`src/rtl/y86_pkg.sv`:
```
// Shared Y86 definitions: instruction codes, special register ids and the
// write-back queue entry payload.
package y86_pkg;

    localparam int unsigned WB_DATA_W = 64;

    localparam logic [3:0] ICODE_HALT   = 4'h0;
    localparam logic [3:0] ICODE_NOP    = 4'h1;
    localparam logic [3:0] ICODE_CMOVXX = 4'h2;
    localparam logic [3:0] ICODE_IRMOVQ = 4'h3;
    localparam logic [3:0] ICODE_RMMOVQ = 4'h4;
    localparam logic [3:0] ICODE_MRMOVQ = 4'h5;
    localparam logic [3:0] ICODE_OPQ    = 4'h6;
    localparam logic [3:0] ICODE_JXX    = 4'h7;
    localparam logic [3:0] ICODE_CALL   = 4'h8;
    localparam logic [3:0] ICODE_RET    = 4'h9;
    localparam logic [3:0] ICODE_PUSHQ  = 4'hA;
    localparam logic [3:0] ICODE_POPQ   = 4'hB;

    localparam logic [3:0] REG_RSP  = 4'd4;
    localparam logic [3:0] REG_NONE = 4'hF;

    typedef struct packed {
        logic [3:0]           addr;
        logic [WB_DATA_W-1:0] data;
    } wb_entry_t;

endpackage

```
`src/rtl/wb_dst_decode.sv`:
```
// Write-back destination decode: maps a W-stage bundle to its dstE/dstM
// register ids (REG_NONE = no write).
//   i_icode, i_cnd, i_ra, i_rb : W-stage bundle fields
//   o_dst_e_c, o_dst_m_c       : combinational destinations
module wb_dst_decode
    import y86_pkg::*;
(
    input  logic [3:0] i_icode,
    input  logic       i_cnd,
    input  logic [3:0] i_ra,
    input  logic [3:0] i_rb,
    output logic [3:0] o_dst_e_c,
    output logic [3:0] o_dst_m_c
);

    always_comb begin
        o_dst_e_c = REG_NONE;
        o_dst_m_c = REG_NONE;
        case (i_icode)
            ICODE_CMOVXX: o_dst_e_c = i_cnd ? i_rb : REG_NONE;
            ICODE_IRMOVQ,
            ICODE_OPQ:    o_dst_e_c = i_rb;
            ICODE_MRMOVQ: o_dst_m_c = i_ra;
            ICODE_CALL,
            ICODE_RET,
            ICODE_PUSHQ:  o_dst_e_c = REG_RSP;
            ICODE_POPQ: begin
                o_dst_e_c = REG_RSP;
                o_dst_m_c = i_ra;
            end
            default: ;
        endcase
    end

endmodule

```
`src/rtl/regfile_wb_scheduler.sv`:
```
// Write-port scheduler: queues 0-2 register writes per accepted W bundle,
// drains one per cycle into a single-write-port register file and forwards
// queued (not yet written) values to the two decode read ports.
//   clk, rst_n                 : clock, async active-low reset
//   wb_valid/wb_ready          : W bundle handshake
//   wb_icode..wb_valM          : W bundle contents
//   rf_we/rf_waddr/rf_wdata    : register-file write port (head of queue)
//   rd_addr_x/rf_rdata_x       : decode read address and raw RF data
//   rd_data_x                  : forwarded read data
//   q_count, busy              : queue occupancy status
module regfile_wb_scheduler
    import y86_pkg::*;
#(
    parameter int unsigned DATA_W = WB_DATA_W,
    parameter int unsigned DEPTH  = 4,
    parameter int unsigned CNT_W  = 3
) (
    input  logic              clk,
    input  logic              rst_n,
    input  logic              wb_valid,
    output logic              wb_ready,
    input  logic [3:0]        wb_icode,
    input  logic              wb_cnd,
    input  logic [3:0]        wb_rA,
    input  logic [3:0]        wb_rB,
    input  logic [DATA_W-1:0] wb_valE,
    input  logic [DATA_W-1:0] wb_valM,
    output logic              rf_we,
    output logic [3:0]        rf_waddr,
    output logic [DATA_W-1:0] rf_wdata,
    input  logic [3:0]        rd_addr_a,
    input  logic [3:0]        rd_addr_b,
    input  logic [DATA_W-1:0] rf_rdata_a,
    input  logic [DATA_W-1:0] rf_rdata_b,
    output logic [DATA_W-1:0] rd_data_a,
    output logic [DATA_W-1:0] rd_data_b,
    output logic [CNT_W-1:0]  q_count,
    output logic              busy
);

    localparam int unsigned PTR_W = CNT_W - 1;

    wb_entry_t        r_mem [DEPTH];
    logic [PTR_W-1:0] r_wptr;
    logic [PTR_W-1:0] r_rptr;
    logic [CNT_W-1:0] r_count;

    logic [3:0]       w_dst_e;
    logic [3:0]       w_dst_m;
    logic             w_push;
    logic             w_has_e;
    logic             w_has_m;
    logic [1:0]       w_n_push;
    logic             w_pop;
    wb_entry_t        w_first;
    wb_entry_t        w_second;
    wb_entry_t        w_head;

    wb_dst_decode u_dst_decode (
        .i_icode   (wb_icode),
        .i_cnd     (wb_cnd),
        .i_ra      (wb_rA),
        .i_rb      (wb_rB),
        .o_dst_e_c (w_dst_e),
        .o_dst_m_c (w_dst_m)
    );

    // Ready depends only on registered occupancy: room for a worst-case bundle.
    assign wb_ready = (CNT_W'(DEPTH) - r_count) >= CNT_W'(2);
    assign w_push   = wb_valid & wb_ready;
    assign w_has_e  = (w_dst_e != REG_NONE);
    assign w_has_m  = (w_dst_m != REG_NONE);
    assign w_n_push = w_push ? (2'({1'b0, w_has_e}) + 2'({1'b0, w_has_m})) : 2'd0;
    assign w_pop    = (r_count != '0);

    // dstE goes first; when only dstM is present it takes the first slot.
    assign w_first  = w_has_e ? wb_entry_t'{addr: w_dst_e, data: WB_DATA_W'(wb_valE)}
                              : wb_entry_t'{addr: w_dst_m, data: WB_DATA_W'(wb_valM)};
    assign w_second = wb_entry_t'{addr: w_dst_m, data: WB_DATA_W'(wb_valM)};

    assign w_head   = r_mem[r_rptr];

    // Queue storage: data only, validity is tracked by the pointers.
    always_ff @(posedge clk) begin
        if (w_n_push != 2'd0) r_mem[r_wptr] <= w_first;
        if (w_n_push == 2'd2) r_mem[PTR_W'(r_wptr + PTR_W'(1))] <= w_second;
    end

    // Pointers and occupancy.
    always_ff @(posedge clk or negedge rst_n) begin
        if (!rst_n) begin
            r_wptr  <= '0;
            r_rptr  <= '0;
            r_count <= '0;
        end else begin
            r_wptr  <= r_wptr + PTR_W'(w_n_push);
            r_rptr  <= r_rptr + PTR_W'(w_pop);
            r_count <= r_count + CNT_W'(w_n_push) - CNT_W'(w_pop);
        end
    end

    // Register-file write port presents the head combinationally.
    always_comb begin
        rf_we    = w_pop;
        rf_waddr = w_pop ? w_head.addr : REG_NONE;
        rf_wdata = w_pop ? DATA_W'(w_head.data) : '0;
    end

    // Forwarding: walk oldest to youngest so the youngest match wins.
    always_comb begin
        logic [PTR_W-1:0] idx;
        idx       = '0;
        rd_data_a = rf_rdata_a;
        rd_data_b = rf_rdata_b;
        for (int i = 0; i < int'(DEPTH); i++) begin
            idx = r_rptr + PTR_W'(i);
            if (CNT_W'(i) < r_count) begin
                if (r_mem[idx].addr == rd_addr_a) rd_data_a = DATA_W'(r_mem[idx].data);
                if (r_mem[idx].addr == rd_addr_b) rd_data_b = DATA_W'(r_mem[idx].data);
            end
        end
        if (rd_addr_a == REG_NONE) rd_data_a = '0;
        if (rd_addr_b == REG_NONE) rd_data_b = '0;
    end

    assign q_count = r_count;
    assign busy    = (r_count != '0);

endmodule

```
`config.mk`:
```
export PLATFORM = sky130hd
export DESIGN_NAME = regfile_wb_scheduler
export DESIGN_NICKNAME = d
export VERILOG_FILES = /design/src/rtl/y86_pkg.sv /design/src/rtl/wb_dst_decode.sv /design/src/rtl/regfile_wb_scheduler.sv
export SDC_FILE = /design/constraint.sdc
export NUM_CORES = 1
export LEC_CHECK = 0
export ABC_AREA = 1
export BUFFER_PORTS_ARGS = -buffer_cell sky130_fd_sc_hd__buf_2
export CORE_MARGIN = 3
export CORE_UTILIZATION = 30
export CTS_CLUSTER_DIAMETER = 30
export CTS_CLUSTER_SIZE = 40
export DETAILED_ROUTE_END_ITERATION = 7
export PLACE_DENSITY = 0.55
export SLEW_MARGIN = 15
export SYNTH_ARGS = -nofsm -noshare
export SYNTH_HDL_FRONTEND = slang
export SYNTH_SLANG_ARGS = --single-unit
```
`constraint.sdc`:
```
create_clock -name clk -period 7 [get_ports clk]
set_clock_uncertainty 0.05 [all_clocks]
set_input_delay 0.35 -clock clk [delete_from_list [all_inputs] [get_ports clk]]
set_output_delay 0.35 -clock clk [all_outputs]
set_load 0.02 [all_outputs]
```
Word-level counts from Yosys, hierarchy flattened:

Memories as Yosys holds them, arrays and structs flattened.
Cells that the tools add are included.

* register bits after elaboration: 7
* RAM bits: 272
* input bits: 280
* word-level logic and storage cells: 75
* memories kept: 1

* add/subtract/negate cells: 10
* magnitude comparators: 5
* equality and inequality tests: 21
* multiplexer cells: 29
* bitwise logic cells: 1
* reductions and logical operators: 5

Memories
* r_mem: words 4, bits a word 68, rd ports 4, clocked after memory_dff 0, write ports 2, RTL line regfile_wb_scheduler.sv:43 `wb_entry_t r_mem [DEPTH];`

Operator list (number)
* $mux W64: 19
* $mux W68: 1
* $eq A4 B4 Y1: 8
* $eq A4 B4 Y1 const B: 6
* $mux W4: 3
* $pmux W4 S3: 1
* $eq A4 B2 Y1 const B: 2
* $eq A4 B3 Y1 const B: 2
* $ne A4 B4 Y1 const B: 2
* $lt A1 B3 Y1 const A: 2
* $lt A2 B3 Y1 const A: 2
* $add A2 B1 Y2 const B: 2
* $add A2 B2 Y2 const B: 2
* $mux W1: 4
* $reduce_or A2 Y1: 2
* $reduce_or A4 Y1: 1
* $add A3 B2 Y3: 1
* $ge A3 B2 Y1 const B: 1
* $reduce_bool A3 Y1: 1
* $sub A3 B1 Y3: 1
* $sub A3 B3 Y3 const A: 1
* $add A1 B1 Y2: 1
* $add A2 B1 Y2: 1
* $add A2 B2 Y2: 1
* 4 further kinds: 4

Longest topological paths before layout:

An unclocked memory read counts as a cell.

* depth in word-level cells: 11
* gate-level depth with buffers: 19

Cells and area by module:

From an unflattened synthesis, not the netlist that was laid out.

* cells, all modules: 4548
* area, all modules: 27199.8 µm²

By module, submodules not included
* regfile_wb_scheduler: instances 1, cells each 4499, area each 26969.6 µm², seq. area each 8343.0 µm²
* wb_dst_decode: instances 1, cells each 49, area each 230.2 µm², seq. area each 0.0 µm²

Worst setup path before layout:

OpenSTA, ideal clock, no wires.

* path type: input-to-reg
* from: input port wb_icode[1]
* to: memory r_mem[0][0] (netlist name), enable pin
* library setup time: 0.714 ns
* data arrival time: 3.605 ns
* setup slack: 2.631 ns
* stages: 17
* buffers on the path: 3
* path through: inv_1 -> nor2_1 -> nand2_1 -> nor3_2 -> a21oi_1 -> and2_1 -> nor2_2 -> nand2_1 -> clkbuf_1 -> ha_1 -> inv_1 -> nand3_1 -> inv_1 -> nand3_1 -> buf_2 -> buf_1 -> nand2_1

RTL lines
* from (decl): RTL line regfile_wb_scheduler.sv:22 `input logic [3:0] wb_icode,`
* to (decl): RTL line regfile_wb_scheduler.sv:43

Worst setup path in the final report:

* from: register r_rptr[1]
* to: output port rd_data_a[53]

* longest elaborated chain between the ends: 11
* elaborated cells between the ends (all ways): 17
* those cells by class: add/sub (3); eq/ne (4); mux (9); memory (1)

RTL lines
* from (decl): RTL line regfile_wb_scheduler.sv:45 `logic [PTR_W-1:0] r_rptr;`
* from (signal assigned): RTL line regfile_wb_scheduler.sv:97 `r_rptr <= r_rptr + PTR_W'(w_pop);`
* $mem_v2 Z4 W68 *
* $eq A4 B4 Y1: RTL line regfile_wb_scheduler.sv:118 `if (r_mem[idx].addr == rd_addr_a) rd_data_a = DATA_W'(r_mem[idx].data);`
* $mux W64: RTL line regfile_wb_scheduler.sv:118
* $mux W64: RTL line regfile_wb_scheduler.sv:117 `if (CNT_W'(i) < r_count) begin`
* $mux W64: RTL line regfile_wb_scheduler.sv:118
* $mux W64: RTL line regfile_wb_scheduler.sv:117
* $mux W64: RTL line regfile_wb_scheduler.sv:118
* $mux W64: RTL line regfile_wb_scheduler.sv:117
* $mux W64: RTL line regfile_wb_scheduler.sv:118
* $mux W64 *: RTL line regfile_wb_scheduler.sv:117
* $mux W64 *: RTL line regfile_wb_scheduler.sv:122 `if (rd_addr_a == REG_NONE) rd_data_a = '0;`
* to (decl): RTL line regfile_wb_scheduler.sv:35 `output logic [DATA_W-1:0] rd_data_a,`

Mark *: on every way between the ends. The rest lies on a longest branch, timed or not.

==> metrics <==
CTS tree done; CP Launch Point r_rptr[1]; DR DRC count 0; vias in the first global route around 32000; Fin Setup TNS 0 ns; Routed WL per cell between 20 and 25 um; CP Data Required Time 6.60 ns; sequential cell area fraction in the yosys report 29.43%; Sw Ratio 57.14%; Cell Area, Synth ~28000 um2; Reg2Reg Depth 13; Initial DRC Count 3915; Final HPWL DP ~89000 um; Reg power frac 13.4%; layout cells sized above 1 around 14%; post-synth cell types 36; ANT nets after route 0; Synth warnings 0; std cell rows between 100 and 150; RSZ-0062 raised after global routing false; PD cells roughly 530 nW/um2; CP Launch Type register; first drt pass iteration count 6; via count roughly 34000; Core Area 93470 um2; Area Growth Syn to Fin 20.32%; All-Layer GR Usage 26.63%; area leader, netlist edfxtp_1; hold endpoint r_mem[3][38]; multi-input logic area 16380 um2; Root Driver clkbuf_16; cells taking the most area after synthesis edfxtp_1 29%, nand2_1 23%, nand3_1 13%; Crit. End Element primary output; Tcrit/Tclk final 83.96%; Max IR drop VDD 0.0004603 V; Hold Crit Start wb_valM[38]; Clock power frac about a fifth; first-pass GRT wire length 199600 um; Hold WS 0.03224 ns; vias per cell 5.336; Slew Viols, Final 0; H-tree depth 3; Final Setup Violations 0; crit path kind register to primary output; largest net degree at the start of global routing 172; IO Pins 482; FFs w/ async S/R, synth ~2.5%; clk sinks about 280; Syn Area/Cell 5.908 um2; internal power between 0.007 and 0.008 W; hold path depth 3; normalized max-slew margin 26.65%; die area 98210 um2; die height 313.4 um; global placement routability congestion between 0.9 and 1; outcome finished clean; initial antenna violation count 24; Top FF cell, synth edfxtp_1; Synth top area share just under 30%; Combinational Power Share between 60% and 70%; final instance area 34110 um2; crit path DAT 5.48 ns; final hold vios 0; Syn Nets roughly 5000; grt ovf 0; Synth top cells by count 1737 x nand2_1, 714 x nand3_1, 554 x inv_1; Post-Syn Instances 4798; Post-DP Area 31350 um2; Yosys reg bits 279; final wirelength about 140000 um; reg-to-reg startpoint q_count[1]; leakage power 16.98 nW; filler instances 10170; cell with the most instances after synthesis nand2_1; Net Sw Power 0.01027 W; R2R Setup Slk 2.42 ns; starting density of the core 30.33%; f_max 170.1 MHz; Post-layout nets 5340; HP Class input pin to register; Die Wd about 310 um; Max-cap violations 0; Final min period 5.877 ns; Slew @ Worst Pin 1.100 ns; storage element area around 8400 um2; number of synthesized flops with an enable pin 272; Buffers on Ports a little under 500; clock transition at the registers of the reported paths 0.04 ns; RR Endpoint r_mem[2][61]; CTS buffer count 74; clk_lat worst skew just under 0.6 ns; Longest Clk Path Bufs 3; maximum fanout along the worst path 106
## cells in the final DEF, fill, tap and decap left out, types with 84 or more instances in the layout
master	synthesis	routed
nand3_1	714	711
a21oi_1	132	132
nand4_1	130	130
buf_2	173	481
nand2_1	1737	1725
o21ai_1	116	116
inv_1	554	554
edfxtp_1	272	272
nor2_1	90	84
o21ai_0	549	549
## per-stage QoR
| step | utilization (%) | std cells | total power (W) | setup WS [ns] |
|---|---|---|---|---|
| floorplan | - | 4798 | 0.01022 | 2.631 |
| global placement | 33.51 | 6217 | 0.01416 | 1.711 |
| detailed placement | 33.54 | 6219 | 0.01423 | 1.654 |
| CTS | 36.45 | 6364 | 0.01787 | 1.045 |
| global route | 36.47 | 6372 | 0.01921 | 0.7213 |
| finish | 36.49 | 6379 | 0.01797 | 1.123 |
## critical path, stage by stage (launching register included)
cell and delay (ns):
dfrtp_4 0.78, buf_4 0.63, nand2_1 0.26, nand2_8 0.55
nand3_1 0.19, nand3_1 0.11, nand2_1 0.09, nor2_4 0.65
nand2_4 0.70, nand3_1 0.29, nand2_1 0.07, a21oi_1 0.25
buf_2 0.23
## worst max-delay path by stage
stage | to | slack, ns | cells after the start
floorplan | r_mem[0][0] | 2.63 | 17
global placement | rd_data_a[53] | 1.71 | 12
detailed placement | rd_data_a[53] | 1.65 | 12
CTS | rd_data_a[53] | 1.05 | 12
global route | rd_data_a[53] | 0.72 | 12
finish | rd_data_a[53] | 1.12 | 12
## layout make-up
cell class / count / area share [%]
well taps: 1254 / 4.600
clock inverters: 51 / 2.021
repair buffers: 556 / 8.808
multi-input cells: 3575 / 48.04
flip-flops and latches: 279 / 24.48
diodes: 15 / 0.1101
clock buffers: 85 / 5.675
inverters: 564 / 6.259
## registers in the layout, indices dropped and copies added (netlist names)
name / cells
r_rptr: 2
r_mem: 272
q_count: 3
r_wptr: 2
## layer usage
layer  track usage [%]  wire length, um  vias up
li1                  -                -    16230
met2             43.33            61880     1821
met5                 0               71        -
met3             4.153            12390      330
met1             34.73            56230    15650
met4             12.22             5640       10
## what timing repair did
item                      CTS  global route
buffers inserted            0             0
hold endpoints to repair   27             0
hold buffers                9             0
gates resized for setup     0             0
## power groups by stage
stage	Combinational [W]	Sequential, W	Clock, W
floorplan	0.00784	0.00238	0
global placement	0.0117	0.00242	0
detailed placement	0.0118	0.00243	0
CTS	0.0118	0.00240	0.00363
global route	0.0130	0.00243	0.00373
finish	0.0120	0.00240	0.00360
## logic make-up (layout without fill, tap and decap cells)
logic type / count (synthesis) / after routing / synth area share, %
AOI/OAI and AO/OA: 803 / 803 / 14.27
adders and majority gates: 10 / 10 / 0.4679
other: 0 / 15 / 0
xor gates and xnor gates: 9 / 9 / 0.2781
muxes: 2 / 2 / 0.07063
buffers and inverters: 944 / 1256 / 13.68
and+or+nand+nor: 2751 / 2751 / 41.80
DFF: 279 / 279 / 29.43
No activity file was read; power rests on OpenSTA's default activity.
